[src/rtl/seg_pkg.sv]
// Shared seven-segment definitions: segment bit positions and hex glyph table.
package seg_pkg;

    localparam int SEG_A = 0;
    localparam int SEG_B = 1;
    localparam int SEG_C = 2;
    localparam int SEG_D = 3;
    localparam int SEG_E = 4;
    localparam int SEG_F = 5;
    localparam int SEG_G = 6;

    typedef logic [SEG_G:SEG_A] seg_t;

    // Entry n holds the active-high g..a pattern for hex digit n
    localparam seg_t [15:0] HEX_SEG_TBL = {
        7'h71, 7'h79, 7'h5E, 7'h39,
        7'h7C, 7'h77, 7'h6F, 7'h7F,
        7'h07, 7'h7D, 7'h6D, 7'h66,
        7'h4F, 7'h5B, 7'h06, 7'h3F
    };

    function automatic seg_t hex_to_seg(input logic [3:0] nib);
        return HEX_SEG_TBL[nib];
    endfunction

endpackage

[src/rtl/seg_hex_decode.sv]
// Combinational hex nibble to active-high seven-segment pattern.
module seg_hex_decode
    import seg_pkg::*;
(
    input  logic [3:0] i_nib,
    output seg_t       o_seg
);

    assign o_seg = hex_to_seg(i_nib);

endmodule

[src/rtl/seg_mux_driver.sv]
// Time-multiplexed NUM_DIGITS seven-segment driver with frame-synchronous load.
// Optional leading-zero suppression when SEG_LEADING_ZERO_BLANK_EN is defined.
module seg_mux_driver
    import seg_pkg::*;
#(
    parameter int NUM_DIGITS      = 4,
    parameter int REFRESH_DIV     = 16000,
    parameter int GUARD_CYC       = 2,
    parameter int SEG_ACTIVE_HIGH = 1,
    parameter int DIG_ACTIVE_HIGH = 0
) (
    input  logic                    clk,
    input  logic                    rst_n,
    input  logic [4*NUM_DIGITS-1:0] data,
    input  logic [NUM_DIGITS-1:0]   dp_in,
    input  logic [NUM_DIGITS-1:0]   blank,
    input  logic                    load,
    output logic [6:0]              seg,
    output logic                    dp,
    output logic [NUM_DIGITS-1:0]   dig_en,
    output logic                    frame_done
);

    localparam int PW = $clog2(REFRESH_DIV);
    localparam int IW = (NUM_DIGITS > 1) ? $clog2(NUM_DIGITS) : 1;

    localparam logic [PW-1:0] PRE_LAST = PW'(REFRESH_DIV - 1);
    localparam logic [IW-1:0] IDX_LAST = IW'(NUM_DIGITS - 1);

    localparam logic SEG_INV = (SEG_ACTIVE_HIGH == 0);
    localparam logic DIG_INV = (DIG_ACTIVE_HIGH == 0);

    logic [PW-1:0]             r_presc;
    logic [IW-1:0]             r_idx;

    logic [4*NUM_DIGITS-1:0]   r_pend_data;
    logic [NUM_DIGITS-1:0]     r_pend_dp;
    logic [NUM_DIGITS-1:0]     r_pend_blank;
    logic [4*NUM_DIGITS-1:0]   r_disp_data;
    logic [NUM_DIGITS-1:0]     r_disp_dp;
    logic [NUM_DIGITS-1:0]     r_disp_blank;

    logic [6:0]                r_seg;
    logic                      r_dp;
    logic [NUM_DIGITS-1:0]     r_dig;
    logic                      r_frame;

    logic                      w_tick;
    logic                      w_frame;
    logic                      w_guard;
    logic [NUM_DIGITS-1:0]     w_lz;
    logic [3:0]                w_nib;
    logic                      w_dp_bit;
    logic                      w_dark;
    logic [NUM_DIGITS-1:0]     w_sel;
    seg_t                      w_seg_raw;
    logic [6:0]                w_seg_on;
    logic                      w_dp_on;
    logic [NUM_DIGITS-1:0]     w_dig_on;

    assign w_tick  = (r_presc == PRE_LAST);
    assign w_frame = w_tick && (r_idx == IDX_LAST);

    generate
        if (GUARD_CYC > 0) begin : g_guard
            assign w_guard = (r_presc < PW'(GUARD_CYC));
        end else begin : g_noguard
            assign w_guard = 1'b0;
        end
    endgenerate

    always_ff @(posedge clk) begin
        if (!rst_n) begin
            r_presc <= '0;
            r_idx   <= '0;
        end else if (w_tick) begin
            r_presc <= '0;
            r_idx   <= w_frame ? '0 : r_idx + IW'(1);
        end else begin
            r_presc <= r_presc + PW'(1);
        end
    end

    // A load landing on the frame edge goes straight to the display shadow
    always_ff @(posedge clk) begin
        if (!rst_n) begin
            r_pend_data  <= '0;
            r_pend_dp    <= '0;
            r_pend_blank <= '1;
            r_disp_data  <= '0;
            r_disp_dp    <= '0;
            r_disp_blank <= '1;
        end else begin
            if (load) begin
                r_pend_data  <= data;
                r_pend_dp    <= dp_in;
                r_pend_blank <= blank;
            end
            if (w_frame) begin
                r_disp_data  <= load ? data  : r_pend_data;
                r_disp_dp    <= load ? dp_in : r_pend_dp;
                r_disp_blank <= load ? blank : r_pend_blank;
            end
        end
    end

`ifdef SEG_LEADING_ZERO_BLANK_EN
    logic w_lead;

    // Walk down from the top digit while digits are zero with no dp
    always_comb begin
        w_lz   = '0;
        w_lead = 1'b1;
        for (int i = NUM_DIGITS - 1; i > 0; i--) begin
            w_lead = w_lead
                && (r_disp_data[4*i +: 4] == 4'h0)
                && !r_disp_dp[i];
            w_lz[i] = w_lead;
        end
    end
`else
    assign w_lz = '0;
`endif

    always_comb begin
        w_nib    = '0;
        w_dp_bit = 1'b0;
        w_dark   = 1'b0;
        w_sel    = '0;
        for (int i = 0; i < NUM_DIGITS; i++) begin
            if (r_idx == IW'(i)) begin
                w_nib    = r_disp_data[4*i +: 4];
                w_dp_bit = r_disp_dp[i];
                w_dark   = r_disp_blank[i] | w_lz[i];
                w_sel[i] = 1'b1;
            end
        end
    end

    seg_hex_decode u_dec (
        .i_nib (w_nib),
        .o_seg (w_seg_raw)
    );

    assign w_seg_on = (w_guard || w_dark) ? 7'h00 : w_seg_raw;
    assign w_dp_on  = !w_guard && !w_dark && w_dp_bit;
    assign w_dig_on = w_guard ? '0 : w_sel;

    always_ff @(posedge clk) begin
        if (!rst_n) begin
            r_seg   <= {7{SEG_INV}};
            r_dp    <= SEG_INV;
            r_dig   <= {NUM_DIGITS{DIG_INV}};
            r_frame <= 1'b0;
        end else begin
            r_seg   <= w_seg_on ^ {7{SEG_INV}};
            r_dp    <= w_dp_on ^ SEG_INV;
            r_dig   <= w_dig_on ^ {NUM_DIGITS{DIG_INV}};
            r_frame <= w_frame;
        end
    end

    assign seg        = r_seg;
    assign dp         = r_dp;
    assign dig_en     = r_dig;
    assign frame_done = r_frame;

endmodule

[config.mk]
export PLATFORM = sky130hd
export DESIGN_NAME = seg_mux_driver
export DESIGN_NICKNAME = d
export VERILOG_FILES = /design/src/rtl/seg_pkg.sv /design/src/rtl/seg_hex_decode.sv /design/src/rtl/seg_mux_driver.sv
export SDC_FILE = /design/constraint.sdc
export NUM_CORES = 1
export LEC_CHECK = 0
export CAP_MARGIN = 10
export CELL_PAD_IN_SITES_DETAIL_PLACEMENT = 1
export CELL_PAD_IN_SITES_GLOBAL_PLACEMENT = 2
export CORE_MARGIN = 1.5
export CORE_UTILIZATION = 31
export CTS_BUF_LIST = sky130_fd_sc_hd__clkbuf_16
export DETAILED_ROUTE_END_ITERATION = 10
export PLACE_DENSITY = 0.78
export RECOVER_POWER = 50
export SLEW_MARGIN = 20
export SYNTH_ARGS = -nofsm -noshare
export SYNTH_HDL_FRONTEND = slang
export SYNTH_SLANG_ARGS = --single-unit
[constraint.sdc]
create_clock -name clk -period 2.5 [get_ports clk]
set_clock_uncertainty 0.1 [all_clocks]
set_input_delay 0.25 -clock clk [delete_from_list [all_inputs] [get_ports clk]]
set_output_delay 0.25 -clock clk [all_outputs]
set_load 0.05 [all_outputs]
# Word-level counts from Yosys, hierarchy flattened

Memory sizes are Yosys's and may differ from the RTL's. A register that Yosys moved wholly into a read port is not among the register bits.
Cells that the tools add are included.
W data, S select, Z words.

Flip-flop bits (word level): 70
Memories kept: 1
Memory bits (read-only): 112
Output and inout bits: 13
Logic and storage cells: 51

Memory list:

| name            | words | width | read ports | clocked after Yosys merged registers in | write ports | RTL line      | text |
|---|---|---|---|---|---|---|---|
| (no name shown) | 16    | 7     | 1          | 1                                       | 0           | seg_pkg.sv:23 | `return HEX_SEG_TBL[nib];` |

Muxes and demuxes: 21
$add $sub $neg: 2
Reduce and logical (&&, ||, !) cells: 9
Order comparisons: 1
Bitwise operators: 2
Equality and inequality tests: 4

Operators with widths:

| cell                    | number |
|---|---|
| $mux W4                 | 7 |
| $mux W16                | 1 |
| $add A14 B1 Y14 const B | 1 |
| $eq A14 B14 Y1 const B  | 1 |
| $lt A14 B2 Y1 const B   | 1 |
| $mux W1                 | 12 |
| $eq A2 B2 Y1 const B    | 2 |
| $not A4 Y4              | 1 |
| $reduce_or A2 Y1        | 2 |
| $logic_and A1 B1 Y1     | 3 |
| $add A2 B1 Y2 const B   | 1 |
| $eq A2 B1 Y1 const B    | 1 |
| $logic_not A1 Y1        | 2 |
| $logic_not A2 Y1        | 1 |
| $mux W2                 | 1 |
| $logic_or A1 B1 Y1      | 1 |
| $not A1 Y1              | 1 |

# Depth between registers and ports, before layout

Depth in word-level cells: 8
Mapped depth: 11
Depth with buffers taken out: 10

# Hierarchy

Synthesis repeated with hierarchy kept, for this count alone.

Cell total of the unflattened synthesis: 339
Area total of the unflattened synthesis: 3455.8 um^2

By module, submodules not included:

| module         | area an instance (um^2) | times used | sequential area each (um^2) | cells an instance |
|---|---|---|---|---|
| seg_mux_driver | 3168.0                  | 1          | 1541.5                      | 306 |
| seg_hex_decode | 287.8                   | 1          | 0.0                         | 33 |

# Worst setup path after synthesis

No wires, ideal clock.

Kind: register to register
Start point: reg r_idx[1]
End point: reg r_seg[6] (netlist: seg[6])
Required time: 2.305 ns
Data arrival time: 2.200 ns
Path buffers: 1
Path slack: 0.105 ns
Cell stages (with the launch flop): 11
Cells stage by stage: dfxtp_1 inv_1 ha_1 buf_2 nand3b_1 a221oi_1 inv_1 ha_1 inv_1 o21ai_0 a221oi_1

Word-level cells in the longest chain between the ends: 7
Elaborated cells on any way between the ends: 14
Classes of those cells: eq/ne: 3; mux: 8; reduce/logical: 3

RTL lines:

| element                           | RTL line              | text |
|---|---|---|
| start, declared                   | seg_mux_driver.sv:34  | `logic [IW-1:0] r_idx;` |
| start signal, assigned            | seg_mux_driver.sv:78  | `r_idx <= w_frame ? '0 : r_idx + IW'(1);` |
| $logic_not A2 Y1                  | seg_mux_driver.sv:131 | `if (r_idx == IW'(i)) begin` |
| $mux W1 (4 in a row)              | seg_mux_driver.sv:131 |  |
| $logic_or A1 B1 Y1                | seg_mux_driver.sv:145 | `assign w_seg_on = (w_guard \|\| w_dark) ? 7'h00 : w_seg_raw;` |
| $reduce_or A2 Y1 (no source line) | -                     |  |
| end, declared                     | seg_mux_driver.sv:43  | `logic [6:0] r_seg;` |

Parallel ways exist; a longest one is shown, timed or not.
A chain may end at the register's enable or synchronous reset.

# Final worst setup path

Start point: reg r_idx[1]
End point: reg r_seg[3] (netlist: seg[3])

Same word-level chain as after synthesis.

==> impl_metrics.tcl <==
set metrics [dict create \
    status "finished, final reports clean" \
    finalSetupTns_ns 0 \
    drtIter0Drc 39 \
    synth_edf_count 0 \
    worstPathCellList "inv_1 -> ha_1 -> buf_4 -> o211ai_1 -> nand2_1 -> inv_1 -> ha_1 -> nand2b_1 -> o211ai_1 -> a21oi_1" \
    firstDrtPassIters 4 \
    slew_viol_final 0 \
    min_path_type "reg2reg" \
    grt.total_usage 0.146 \
    antennaDiodeCount 0 \
    rsz0062_at_grt "no" \
    power.share.clock 0.473 \
    comb_power_share 0.055 \
    internal_power_w 0.00209 \
    wire_per_inst_um 14.0 \
    global_route.overflow_total 0 \
    cts_setup_buffers 0 \
    synthTopCellsByArea "dfxtp_1 (47%), nor2_1 (7.9%), a211oi_2 (7.6%)" \
    yosysSeqAreaShare 0.469 \
    grt_max_degree 47 \
    dieArea_um2 11200 \
    ctsResizeCount 0 \
    grt_antenna_before_repair 0 \
    wl_mm 7.46 \
    synth_area_um2 3290 \
    p_sw_w 0.000588 \
    startpoint_type "flop" \
    crit_fanout 8 \
    crit_path_max_incr_delay_ns 0.37 \
    final_cell_mix "dfxtp_1 (77), nor2_1 (69), nand2_1 (32)" \
    seq_power_share 0.472 \
    hold_violations 0 \
    switching_share 0.219 \
    worstPathRequired_ns 2.61 \
    synth-seq-cells 77 \
    synth_area_leader_cell "dfxtp_1" \
    syn_nets 385 \
    rows 37 \
    clk-insertion-delay-late_ns 0.33 \
    critPathTopFamily "adder cells" \
    period_share 0.905 \
    ys_types 37 \
    path_class "reg2reg" \
    relSlewSlack 0.221 \
    dpl.hpwl_mm 5.29 \
    grt_pass1_vias 2643 \
    ys.flop_type "dfxtp_1" \
    async_reset_ff_frac 0 \
    worst-path-buf-inv 3 \
    grt_pass1_wl_mm 12.8 \
    drtAntennaViolNets 0 \
    critical_path_arrival_ns 2.37 \
    fmax_mhz 442 \
    tightest_slew_ns 1.17 \
    path_clk_slew_ns 0.06 \
    clock-sinks 77 \
    root_buffer "clkbuf_16" \
    drive_above_1_share 0.136 \
    peakVddDrop_mv 0.268 \
    pin_count 40 \
    ctsHoldBuffers 0 \
    layout_commonest_cell "dfxtp_1" \
    cts_max_level 3 \
    final_nets 430 \
    setup_violations 0 \
    area_delta_synth_final_pct 26.4 \
    core_area_um2 10300 \
    ys_warn_count 0 \
    die_x_um 106 \
    synth_top_area_frac 0.469 \
    cts_made_buffers 9 \
    portBuffers 39 \
    crit_path_top_delay_cell "dfxtp_1" \
    power.density_nw_per_um2 645 \
    place.gp.congestion 0.785 \
    cts_tree "yes" \
    finalCriticalPeriod_ns 2.26 \
    p_leak_nw 1.61 \
    synth_cells 346 \
    via_per_inst 4.69 \
    initial_utilization 0.318 \
    end_kind "flop" \
    utilization 0.402 \
    fill_cells 1187 \
    vias 2495 \
    fp.dieH_um 106 \
    cts_max_path_buffers 2 \
    drc 0 \
    avgSynthCellArea_um2 9.50 \
    drv_cap 0 \
]
==> stage by stage <==
step / cell area, µm² / hold slack [ns] / std cells / power [W] / worst slack, ns
after CTS: 4160 / 0.353 / 532 / 0.00273 / 0.197
after detailed placement: 3870 / 0.338 / 516 / 0.00145 / 0.193
after global placement: 3870 / 0.330 / 516 / 0.00144 / 0.292
after floorplan: 3290 / 0.299 / 346 / 0.00138 / 0.105
final: 4150 / 0.346 / 532 / 0.00268 / 0.237
after global routing: 4150 / 0.374 / 532 / 0.00280 / 0.0420
==> power groups by stage <==
stage	registers (W)	logic, W	clock network (W)
2_1_floorplan	0.00130	0.0000804	0
3_3_place_gp	0.00129	0.000152	0
3_5_place_dp	0.00129	0.000154	0
4_1_cts	0.00127	0.000155	0.00131
5_1_grt	0.00127	0.000166	0.00137
6_report	0.00127	0.000149	0.00127
==> sequential cells by signal, summed over array words and instances, names as in the netlist, 2 cells and up <==
register and count:
dig_en 4, r_disp_blank 4, r_disp_data 16, r_disp_dp 4, r_idx 2, r_pend_blank 4, r_pend_data 16, r_pend_dp 4
r_presc 14, seg 7
==> worst reg2reg max path, stage by stage (launching register included) <==
cell and delay [ns]:
dfxtp_1 0.37, inv_1 0.09, ha_1 0.27, buf_4 0.19, o211ai_1 0.18, nand2_1 0.21
inv_1 0.16, ha_1 0.25, nand2b_1 0.14, o211ai_1 0.09, a21oi_1 0.08
==> worst paths after layout <==
path                                  from    endpoint  slack [ns]  cells after the start
worst max-delay path              r_idx[1]      seg[3]        0.24                     10
worst min-delay path            r_presc[0]  r_presc[0]        0.35                      1
worst max register to register    r_idx[1]      seg[3]        0.24                     10
worst min register to register  r_presc[0]  r_presc[0]        0.35                      1
==> synthesized netlist by cell type, types with 6 or more instances <==
cell type	n
a211oi_2	20
a21oi_1	10
clkbuf_1	10
dfxtp_1	77
ha_1	12
inv_1	11
mux2i_1	25
nand2_1	32
nor2_1	69
nor3_1	6
o211ai_1	7
o21ai_0	7
xnor2_1	6
==> cell type report <==
cell class | instances | area (µm²) | share of cell area
Clock buffer | 9 | 225 | 0.0542
Timing Repair Buffer | 54 | 507 | 0.122
Inverter | 11 | 41.3 | 0.00994
Clock inverter | 7 | 66.3 | 0.0160
Sequential cell | 77 | 1540 | 0.371
Multi-Input combinational cell | 238 | 1600 | 0.386
Tap cell | 136 | 170 | 0.0410
==> layer usage <==
metal | global-route usage | wire length, µm
met3 | 0.0349 | 218
met4 | 0.0637 | 145
met2 | 0.251 | 3680
met1 | 0.173 | 3420
met5 | 0 | 0
==> kinds of logic after synthesis <==
group | count (synthesis) | share of synthesized area
muxes | 25 | 0.0761
AOI/OAI and AO/OA | 55 | 0.148
xor gates and xnor gates | 11 | 0.0293
DFF | 77 | 0.469
and+or+nand+nor | 135 | 0.187
adders and majority gates | 12 | 0.0457
buffers and inverters | 31 | 0.0449
Note: power is estimated with default switching activity, not from simulation.
